==> src/rtl/muldiv_ctrl_pkg.sv <==
// Shared definitions for the M-extension issue/writeback controller:
// funct3 operation codes, FSM state encoding and the watchdog default.
package muldiv_ctrl_pkg;

    localparam int WDOG_MAX_DEF = 63;

    typedef enum logic [2:0] {
        F3_MUL    = 3'd0,
        F3_MULH   = 3'd1,
        F3_MULHSU = 3'd2,
        F3_MULHU  = 3'd3,
        F3_DIV    = 3'd4,
        F3_DIVU   = 3'd5,
        F3_REM    = 3'd6,
        F3_REMU   = 3'd7
    } funct3_e;

    typedef enum logic [2:0] {
        S_IDLE  = 3'd0,
        S_START = 3'd1,
        S_WAIT  = 3'd2,
        S_DONE  = 3'd3,
        S_DRAIN = 3'd4
    } state_e;

endpackage

==> src/rtl/muldiv_ctrl_if.sv <==
// Bundle of execute-stage, MULDIV-side and writeback signals around muldiv_ctrl.
// The controller uses the slave modport; the surrounding core uses master.
interface muldiv_ctrl_if;
    logic        valid_i;
    logic [2:0]  funct3_i;
    logic [31:0] rs1_i;
    logic [31:0] rs2_i;
    logic [4:0]  rd_i;
    logic        flush_i;
    logic [31:0] md_rs1_o;
    logic [31:0] md_rs2_o;
    logic [2:0]  md_funct3_o;
    logic        md_start_o;
    logic [31:0] md_c_i;
    logic        md_busy_i;
    logic        stall_o;
    logic        wb_valid_o;
    logic [4:0]  wb_rd_o;
    logic [31:0] wb_data_o;
    logic        err_o;

    modport slave (
        input  valid_i, funct3_i, rs1_i, rs2_i, rd_i, flush_i, md_c_i, md_busy_i,
        output md_rs1_o, md_rs2_o, md_funct3_o, md_start_o, stall_o,
        output wb_valid_o, wb_rd_o, wb_data_o, err_o
    );

    modport master (
        output valid_i, funct3_i, rs1_i, rs2_i, rd_i, flush_i, md_c_i, md_busy_i,
        input  md_rs1_o, md_rs2_o, md_funct3_o, md_start_o, stall_o,
        input  wb_valid_o, wb_rd_o, wb_data_o, err_o
    );
endinterface

==> src/rtl/muldiv_ctrl.sv <==
// Sequences one M-extension instruction through an external MULDIV unit:
// latch operands, pulse start, wait on busy (with watchdog), write back.
module muldiv_ctrl
    import muldiv_ctrl_pkg::*;
#(
    parameter int WDOG_MAX = WDOG_MAX_DEF
) (
    input  logic         clk,
    input  logic         rstLow,
    muldiv_ctrl_if.slave bus
);

    state_e      state, state_nxt;
    logic [5:0]  wdog_cnt;
    logic [31:0] rs1_q, rs2_q, data_q;
    logic [2:0]  funct3_q;
    logic [4:0]  rd_q;
    logic        err_q;
    logic        accept, capture, abort;
    logic        stall, start, wb_valid;

    // rd=0 instructions retire as NOPs without ever touching MULDIV
    assign accept  = bus.valid_i && (bus.rd_i != 5'd0) && !bus.flush_i;
    assign capture = (state == S_WAIT) && !bus.md_busy_i && !bus.flush_i;
    assign abort   = (state == S_WAIT) && bus.md_busy_i && !bus.flush_i
                     && (wdog_cnt == 6'(WDOG_MAX));

    always_comb begin
        state_nxt = state;
        stall     = 1'b0;
        start     = 1'b0;
        wb_valid  = 1'b0;
        case (state)
            S_IDLE: begin
                stall = accept;
                if (accept) state_nxt = S_START;
            end
            S_START: begin
                stall = 1'b1;
                start = 1'b1;
                if (bus.flush_i) state_nxt = bus.md_busy_i ? S_DRAIN : S_IDLE;
                else             state_nxt = S_WAIT;
            end
            S_WAIT: begin
                stall = 1'b1;
                if (bus.flush_i)         state_nxt = bus.md_busy_i ? S_DRAIN : S_IDLE;
                else if (!bus.md_busy_i) state_nxt = S_DONE;
                else if (abort)          state_nxt = S_DRAIN;
            end
            S_DONE: begin
                // valid_i here belongs to the retiring instruction, so it is not looked at
                wb_valid  = !bus.flush_i;
                state_nxt = S_IDLE;
            end
            S_DRAIN: begin
                stall = 1'b1;
                if (!bus.md_busy_i) state_nxt = S_IDLE;
            end
            default: state_nxt = S_IDLE;
        endcase
        if (!rstLow) begin
            stall    = 1'b0;
            start    = 1'b0;
            wb_valid = 1'b0;
        end
    end

    always_ff @(posedge clk) begin
        if (!rstLow) begin
            state    <= S_IDLE;
            wdog_cnt <= 6'd0;
            rs1_q    <= 32'd0;
            rs2_q    <= 32'd0;
            funct3_q <= 3'd0;
            rd_q     <= 5'd0;
            data_q   <= 32'd0;
            err_q    <= 1'b0;
        end else begin
            state <= state_nxt;
            err_q <= abort;
            if (state == S_IDLE && accept) begin
                rs1_q    <= bus.rs1_i;
                rs2_q    <= bus.rs2_i;
                funct3_q <= bus.funct3_i;
                rd_q     <= bus.rd_i;
            end
            // Counter restarts on every START->WAIT entry and saturates at all-ones
            if (state == S_START)
                wdog_cnt <= 6'd0;
            else if (state == S_WAIT && wdog_cnt != 6'h3F)
                wdog_cnt <= wdog_cnt + 6'd1;
            if (capture) data_q <= bus.md_c_i;
        end
    end

    assign bus.md_rs1_o    = rs1_q;
    assign bus.md_rs2_o    = rs2_q;
    assign bus.md_funct3_o = funct3_q;
    assign bus.md_start_o  = start;
    assign bus.stall_o     = stall;
    assign bus.wb_valid_o  = wb_valid;
    assign bus.wb_rd_o     = rd_q;
    assign bus.wb_data_o   = data_q;
    assign bus.err_o       = err_q;

endmodule

==> src/flat_wrapper.sv <==
// flat-port wrapper written by rule: the top's interface ports become plain ports
module muldiv_ctrl_flat import muldiv_ctrl_pkg::*;
#(
    parameter int WDOG_MAX = WDOG_MAX_DEF
)
  (clk, rstLow, bus_valid_i, bus_funct3_i, bus_rs1_i, bus_rs2_i, bus_rd_i, bus_flush_i, bus_md_c_i, bus_md_busy_i, bus_md_rs1_o, bus_md_rs2_o, bus_md_funct3_o, bus_md_start_o, bus_stall_o, bus_wb_valid_o, bus_wb_rd_o, bus_wb_data_o, bus_err_o);
  muldiv_ctrl_if bus_i ();
  input  logic clk;
  input  logic rstLow;
  input wire logic [$bits(bus_i.valid_i)-1:0] bus_valid_i;
  input wire logic [$bits(bus_i.funct3_i)-1:0] bus_funct3_i;
  input wire logic [$bits(bus_i.rs1_i)-1:0] bus_rs1_i;
  input wire logic [$bits(bus_i.rs2_i)-1:0] bus_rs2_i;
  input wire logic [$bits(bus_i.rd_i)-1:0] bus_rd_i;
  input wire logic [$bits(bus_i.flush_i)-1:0] bus_flush_i;
  input wire logic [$bits(bus_i.md_c_i)-1:0] bus_md_c_i;
  input wire logic [$bits(bus_i.md_busy_i)-1:0] bus_md_busy_i;
  output wire logic [$bits(bus_i.md_rs1_o)-1:0] bus_md_rs1_o;
  output wire logic [$bits(bus_i.md_rs2_o)-1:0] bus_md_rs2_o;
  output wire logic [$bits(bus_i.md_funct3_o)-1:0] bus_md_funct3_o;
  output wire logic [$bits(bus_i.md_start_o)-1:0] bus_md_start_o;
  output wire logic [$bits(bus_i.stall_o)-1:0] bus_stall_o;
  output wire logic [$bits(bus_i.wb_valid_o)-1:0] bus_wb_valid_o;
  output wire logic [$bits(bus_i.wb_rd_o)-1:0] bus_wb_rd_o;
  output wire logic [$bits(bus_i.wb_data_o)-1:0] bus_wb_data_o;
  output wire logic [$bits(bus_i.err_o)-1:0] bus_err_o;
  assign bus_i.valid_i = bus_valid_i;
  assign bus_i.funct3_i = bus_funct3_i;
  assign bus_i.rs1_i = bus_rs1_i;
  assign bus_i.rs2_i = bus_rs2_i;
  assign bus_i.rd_i = bus_rd_i;
  assign bus_i.flush_i = bus_flush_i;
  assign bus_i.md_c_i = bus_md_c_i;
  assign bus_i.md_busy_i = bus_md_busy_i;
  assign bus_md_rs1_o = bus_i.md_rs1_o;
  assign bus_md_rs2_o = bus_i.md_rs2_o;
  assign bus_md_funct3_o = bus_i.md_funct3_o;
  assign bus_md_start_o = bus_i.md_start_o;
  assign bus_stall_o = bus_i.stall_o;
  assign bus_wb_valid_o = bus_i.wb_valid_o;
  assign bus_wb_rd_o = bus_i.wb_rd_o;
  assign bus_wb_data_o = bus_i.wb_data_o;
  assign bus_err_o = bus_i.err_o;
  muldiv_ctrl #(.WDOG_MAX(WDOG_MAX)) u_core (.clk(clk), .rstLow(rstLow), .bus(bus_i));
endmodule
==> config.mk <==
export PLATFORM = sky130hd
export DESIGN_NAME = muldiv_ctrl_flat
export DESIGN_NICKNAME = d
export VERILOG_FILES = /design/src/rtl/muldiv_ctrl_pkg.sv /design/src/rtl/muldiv_ctrl_if.sv /design/src/rtl/muldiv_ctrl.sv /design/src/flat_wrapper.sv
export SDC_FILE = /design/constraint.sdc
export NUM_CORES = 1
export LEC_CHECK = 0
export CAP_MARGIN = 10
export CELL_PAD_IN_SITES_DETAIL_PLACEMENT = 0
export CELL_PAD_IN_SITES_GLOBAL_PLACEMENT = 1
export CORE_AREA = 2 2 122 124
export CTS_BUF_LIST = sky130_fd_sc_hd__clkbuf_4
export CTS_CLUSTER_DIAMETER = 100
export DETAILED_ROUTE_END_ITERATION = 12
export DIE_AREA = 0 0 124 126
export HOLD_SLACK_MARGIN = 0.1
export PLACE_DENSITY_LB_ADDON = 0.1
export SLEW_MARGIN = 10
export SYNTH_ARGS = -nofsm -noshare
export SYNTH_HDL_FRONTEND = slang
export SYNTH_SLANG_ARGS = --single-unit
==> constraint.sdc <==
create_clock -name clk -period 3.3 [get_ports clk]
set_input_delay 0.66 -clock clk [delete_from_list [all_inputs] [get_ports clk]]
set_output_delay 0.66 -clock clk [all_outputs]
set_load 0.01 [all_outputs]
### After elaboration in Yosys (flattened, before gate mapping)

Cells that the tools add are included.

| operators by class | value |
|---|---|
| bitwise logic cells | 1 |
| reductions and logical operators | 16 |
| mux-type cells | 14 |
| $add $sub $neg | 1 |
| equal/unequal tests | 9 |

Operator list:

| cell | count |
|---|---|
| 3-bit 2-to-1 mux | 7 |
| 3-bit case mux with 4 select lines | 1 |
| 1-bit logical AND | 9 |
| 6-bit by 1-bit adder with 6-bit output (second input constant) | 1 |
| 3-bit by 2-bit equality test with 1-bit output (second input constant) | 2 |
| 6-bit equality test (second input constant) | 1 |
| 6-bit inequality test (second input constant) | 1 |
| 1-bit 2-to-1 mux | 5 |
| 5-bit nonzero test | 1 |
| 4-bit by 3-bit inequality test with 1-bit output (second input constant) | 1 |
| 3-bit by 1-bit equality test with 1-bit output (second input constant) | 1 |
| 3-bit equality test (second input constant) | 1 |
| 3-bit logical NOT | 1 |
| 3-bit AND reduction | 1 |
| 3-bit OR reduction | 1 |
| 1-bit logical NOT | 2 |
| 2-bit by 1-bit inequality test with 1-bit output (second input constant) | 1 |
| 2-bit inequality test (second input constant) | 1 |
| 1-bit case mux with 2 select lines | 1 |
| 2-bit OR reduction | 1 |
| 1-bit NOT | 1 |

| word-level totals | value |
|---|---|
| output and inout port bits | 108 |
| input bits | 109 |
| logic and storage cells | 49 |
| bits in registers | 114 |

### Longest topological paths before layout

| logic depth | value |
|---|---|
| word-level depth | 8 |
| gate-level depth with buffers | 6 |

### Worst setup path before layout

Ideal clock, no wire load.

| timing | value |
|---|---|
| kind | input port to output port |
| from | input port rstLow |
| to | output port bus_stall_o |
| buffers on the path | 2 |
| required time | 2.640 ns |
| stages on the path | 4 |
| arrival | 1.490 ns |
| slack | 1.150 ns |
| cells stage by stage | clkbuf_1 -> clkbuf_1 -> o21ai_0 -> nor2_1 |

| between the ends | value |
|---|---|
| cells in the longest elaborated chain, start to end | 1 |

Ends and longest elaborated chain:

| item | line | source |
|---|---|---|
| from (decl) | flat_wrapper.sv:9 | `input logic rstLow;` |
| 1-bit 2-to-1 mux | muldiv_ctrl.sv:61 | `if (!rstLow) begin` |
| to (decl) | flat_wrapper.sv:22 | `output wire logic [$bits(bus_i.stall_o)-1:0] bus_stall_o;` |

No other way between the ends.

### Worst setup path after layout

| timing | value |
|---|---|
| from | input port bus_rd_i[0] |
| to | output port bus_stall_o |

| between the ends | value |
|---|---|
| cells in the longest elaborated chain, start to end | 5 |

Ends and longest elaborated chain:

| item | line | source |
|---|---|---|
| from (decl) | flat_wrapper.sv:14 | `input wire logic [$bits(bus_i.rd_i)-1:0] bus_rd_i;` |
| 5-bit nonzero test | muldiv_ctrl.sv:23 | `assign accept = bus.valid_i && (bus.rd_i != 5'd0) && !bus.flush_i;` |
| 1-bit logical AND (2 in series) | muldiv_ctrl.sv:23 |  |
| 1-bit case mux with 2 select lines | muldiv_ctrl.sv:33 | `case (state)` |
| 1-bit 2-to-1 mux | muldiv_ctrl.sv:61 |  |

No other way between the ends.

==> summary.txt <==
Synthesis
  – Top cell type's share of synthesized area: 52.69%
  – Syn Area/Cell: 8.251 sq um
  – Synth area leaders: dfxtp_1 53%, nand2_1 12%, nand3_1 8.4%, o21ai_1 5.9%, a21boi_0 5.0%
  – Total nets after synthesis: 635
  – Synth Warn #: 0
  – Synthesized flop and latch total: 114
  – Mapped Cells: 525
  – Sequential fraction of the synthesis area: 52.69%
  – Synthesized cell area: 4332 sq um
  – Synth unique cells: 34
  – Post-synth top area cell: dfxtp_1

Detailed routing
  – DR vias/cell: 4.565
  – WL per Instance: 13.73 um
  – Via Count: 4209
  – Routed Antenna Nets: 0
  – DRC Markers: 0
  – Pre-antenna DRT Iters: 4
  – Final wirelength: 12660 um
  – DR iter-0 viols: 167

Setup path
  – Crit-path max FO: 2
  – Crit path cell chain: clkdlybuf4s50_1, nor3_1, a21oi_1, o21ai_0, nor2_1, clkdlybuf4s50_1
  – Setup crit start kind: primary input
  – Crit path top cell by count: clkdlybuf4s50_1
  – CP Class: in2out
  – CP arrival: 2470 ps
  – Crit path buf inv count: 2
  – Slowest cell on crit path: clkdlybuf4s50_1
  – Worst setup EP type: output port
  – Required @ worst endpoint: 2640 ps
  – Top Family by Delay on Critical Path: buffers and inverters
  – CP peak stage delay: 480 ps

Global route
  – Total Routing Usage GR: 16.33%
  – First-pass GRT wire length: 19820 um
  – Largest net degree at the start of global routing: 145
  – Total grt overflow: 0
  – Vias in the first global route: 3988
  – Initial antenna violation count: 0

Place
  – Placed Cells incl. Taps: 890
  – Port Buffers: 216
  – Routability Congestion: 0.7789
  – Dpl hpwl: 8783 um

Run status
  – Status: finished clean

Finish
  – Nets: 835
  – Layout cell share with drive strength beyond 1: 5.149%
  – Post-route insts no fill: 922
  – Area of the multi-input gates: 1826 sq um
  – Area Overhead vs Synth: 57.16%
  – # diodes: 0
  – Filler Cell Count: 1394
  – FF/Latch Area: 2282 sq um
  – Most common cell after layout, fill and taps aside: clkdlybuf4s50_1
  – Commonest cells after routing, fill and taps aside: 215 x clkdlybuf4s50_1, 140 x nand2_1, 114 x dfxtp_1

Timing
  – Skew final: 10.30 ps
  – Final hold viol count: 0
  – Crit path time final: 3130 ps
  – Setup_tns: 0 ps
  – Actual slew at the worst max-slew pin: 755.9 ps
  – Max Freq: 0.3195 GHz
  – Worst rel slew slack: 49.60%
  – RSZ-0062 raised after global routing: no
  – Final setup viols: 0
  – Fin. max-slew vios: 0
  – Final worst-path cycle share: 94.85%

Floorplanning
  – DIE HEIGHT: 126 um
  – Die ar.: 15620 sq um
  – Starting Density: 30.26%
  – Site row count: 44
  – I/O pins: 217
  – Die width: 124 um
  – CORE AREA: 14310 sq um

Clocking
  – Hold buffers post-CTS: 0
  – # resized after CTS: 0
  – # Post-CTS Setup Buffers: 0
  – Worst-Skew Late Latency: 510 ps
  – Clock buffer depth: 2
  – H-Tree Depth: 4
  – TritonCTS Sinks: 114
  – Reg clk slew, reported paths: 90 ps
  – CTS buffer count: 17
  – Root Driver: clkbuf_4
  – TritonCTS clock tree: yes

Pwr
  – Pwr dens: 410.9 nW/um^2
  – Design Power: 2.797 mW
  – Leak: 2.355 nW
  – Peak VDD IR: 0.1644 mV

Worst hold path
  – Worst Hold Class: reg2reg

Run
  – Maxcap violations: 0
-- through the flow --
step	setup slack, ps	hold slack [ps]	instance area, sq um	utilization (%)
CTS	190.5	455.3	6808	47.56
finish	170.0	450.0	6808	47.56
global route	55.11	472.1	6808	47.56
detailed placement	206.0	441.1	6570	45.90
floorplan	1150	472.6	4332	-
global placement	213.7	435.0	6570	45.90
-- layout make-up --
class                           count  share of cell area [%]
Timing Repair Buffer              223                   32.68
Clock buffer                       23                   2.536
Multi-Input combinational cell    367                   26.81
Tap cell                          184                   3.382
Inverter                            2                  0.1103
Sequential cell                   114                   33.52
Clock inverter                      9                  0.9557
-- report_power, final --
part | switching, mW | internal (mW)
clock | 0.496 | 0.409
sequential | 0.0307 | 1.43
combinational | 0.183 | 0.247
total | 0.710 | 2.09
-- cells in the mapped netlist, drive strengths merged --
cell	instances
a211oi	2
a21boi	33
a21oi	2
and2	2
and3	3
and4b	1
buf	11
clkbuf	31
dfxtp	114
ha	1
inv	2
maj3	1
mux2i	1
nand2	140
nand2b	3
nand3	73
nor2	11
nor2b	1
nor3	2
nor3b	1
nor4	1
nor4b	3
o211ai	2
o21ai	78
o31ai	1
or3	1
xnor2	1
xor2	3
-- worst paths after layout --
| kind | slack, ps | cells past startpoint | end | startpoint |
|---|---|---|---|---|
| worst max-delay path | 170 | 6 | bus_stall_o | bus_rd_i[0] |
| worst min-delay path | 450 | 2 | u_core.bus.md_rs1_o[1] | u_core.bus.md_rs1_o[1] |
| worst max register to register | 1290 | 5 | u_core.bus.md_rs2_o[10] | u_core.state[2] |
| worst min register to register | 450 | 2 | u_core.bus.md_rs1_o[1] | u_core.bus.md_rs1_o[1] |
-- worst reg2reg max path, cell delays in order, from the launching register on --
cell	delay, ps
dfxtp_1	390
or3_1	460
a211oi_4	270
buf_12	420
nand3_1	290
o21ai_1	110
-- kinds of logic after synthesis --
logic type,count (synthesis),share of synthesized area [%]
DFF,114,52.69
adders and majority gates,2,0.5199
and+or+nand+nor,242,24.47
muxes,1,0.2311
buffers and inverters,44,5.171
xor gates and xnor gates,4,0.8089
AOI/OAI and AO/OA,118,16.12
-- routing by layer --
metal | share of wire, % | track usage (%)
met5 | 0 | 0
met4 | 2.3 | 7.204
met3 | 10 | 7.745
met2 | 43 | 25.02
met1 | 45 | 19.38
-- flip-flops by register name (all words and copies together), names as in the netlist --
| signal | count |
|---|---|
| u_core.bus.md_rs2_o | 32 |
| u_core.state | 3 |
| u_core.wdog_cnt | 6 |
| u_core.bus.wb_rd_o | 5 |
| u_core.bus.md_funct3_o | 3 |
| u_core.bus.md_rs1_o | 32 |
| u_core.bus.wb_data_o | 32 |
| u_core.bus.err_o | 1 |
Note: power is estimated with default switching activity, not from simulation.
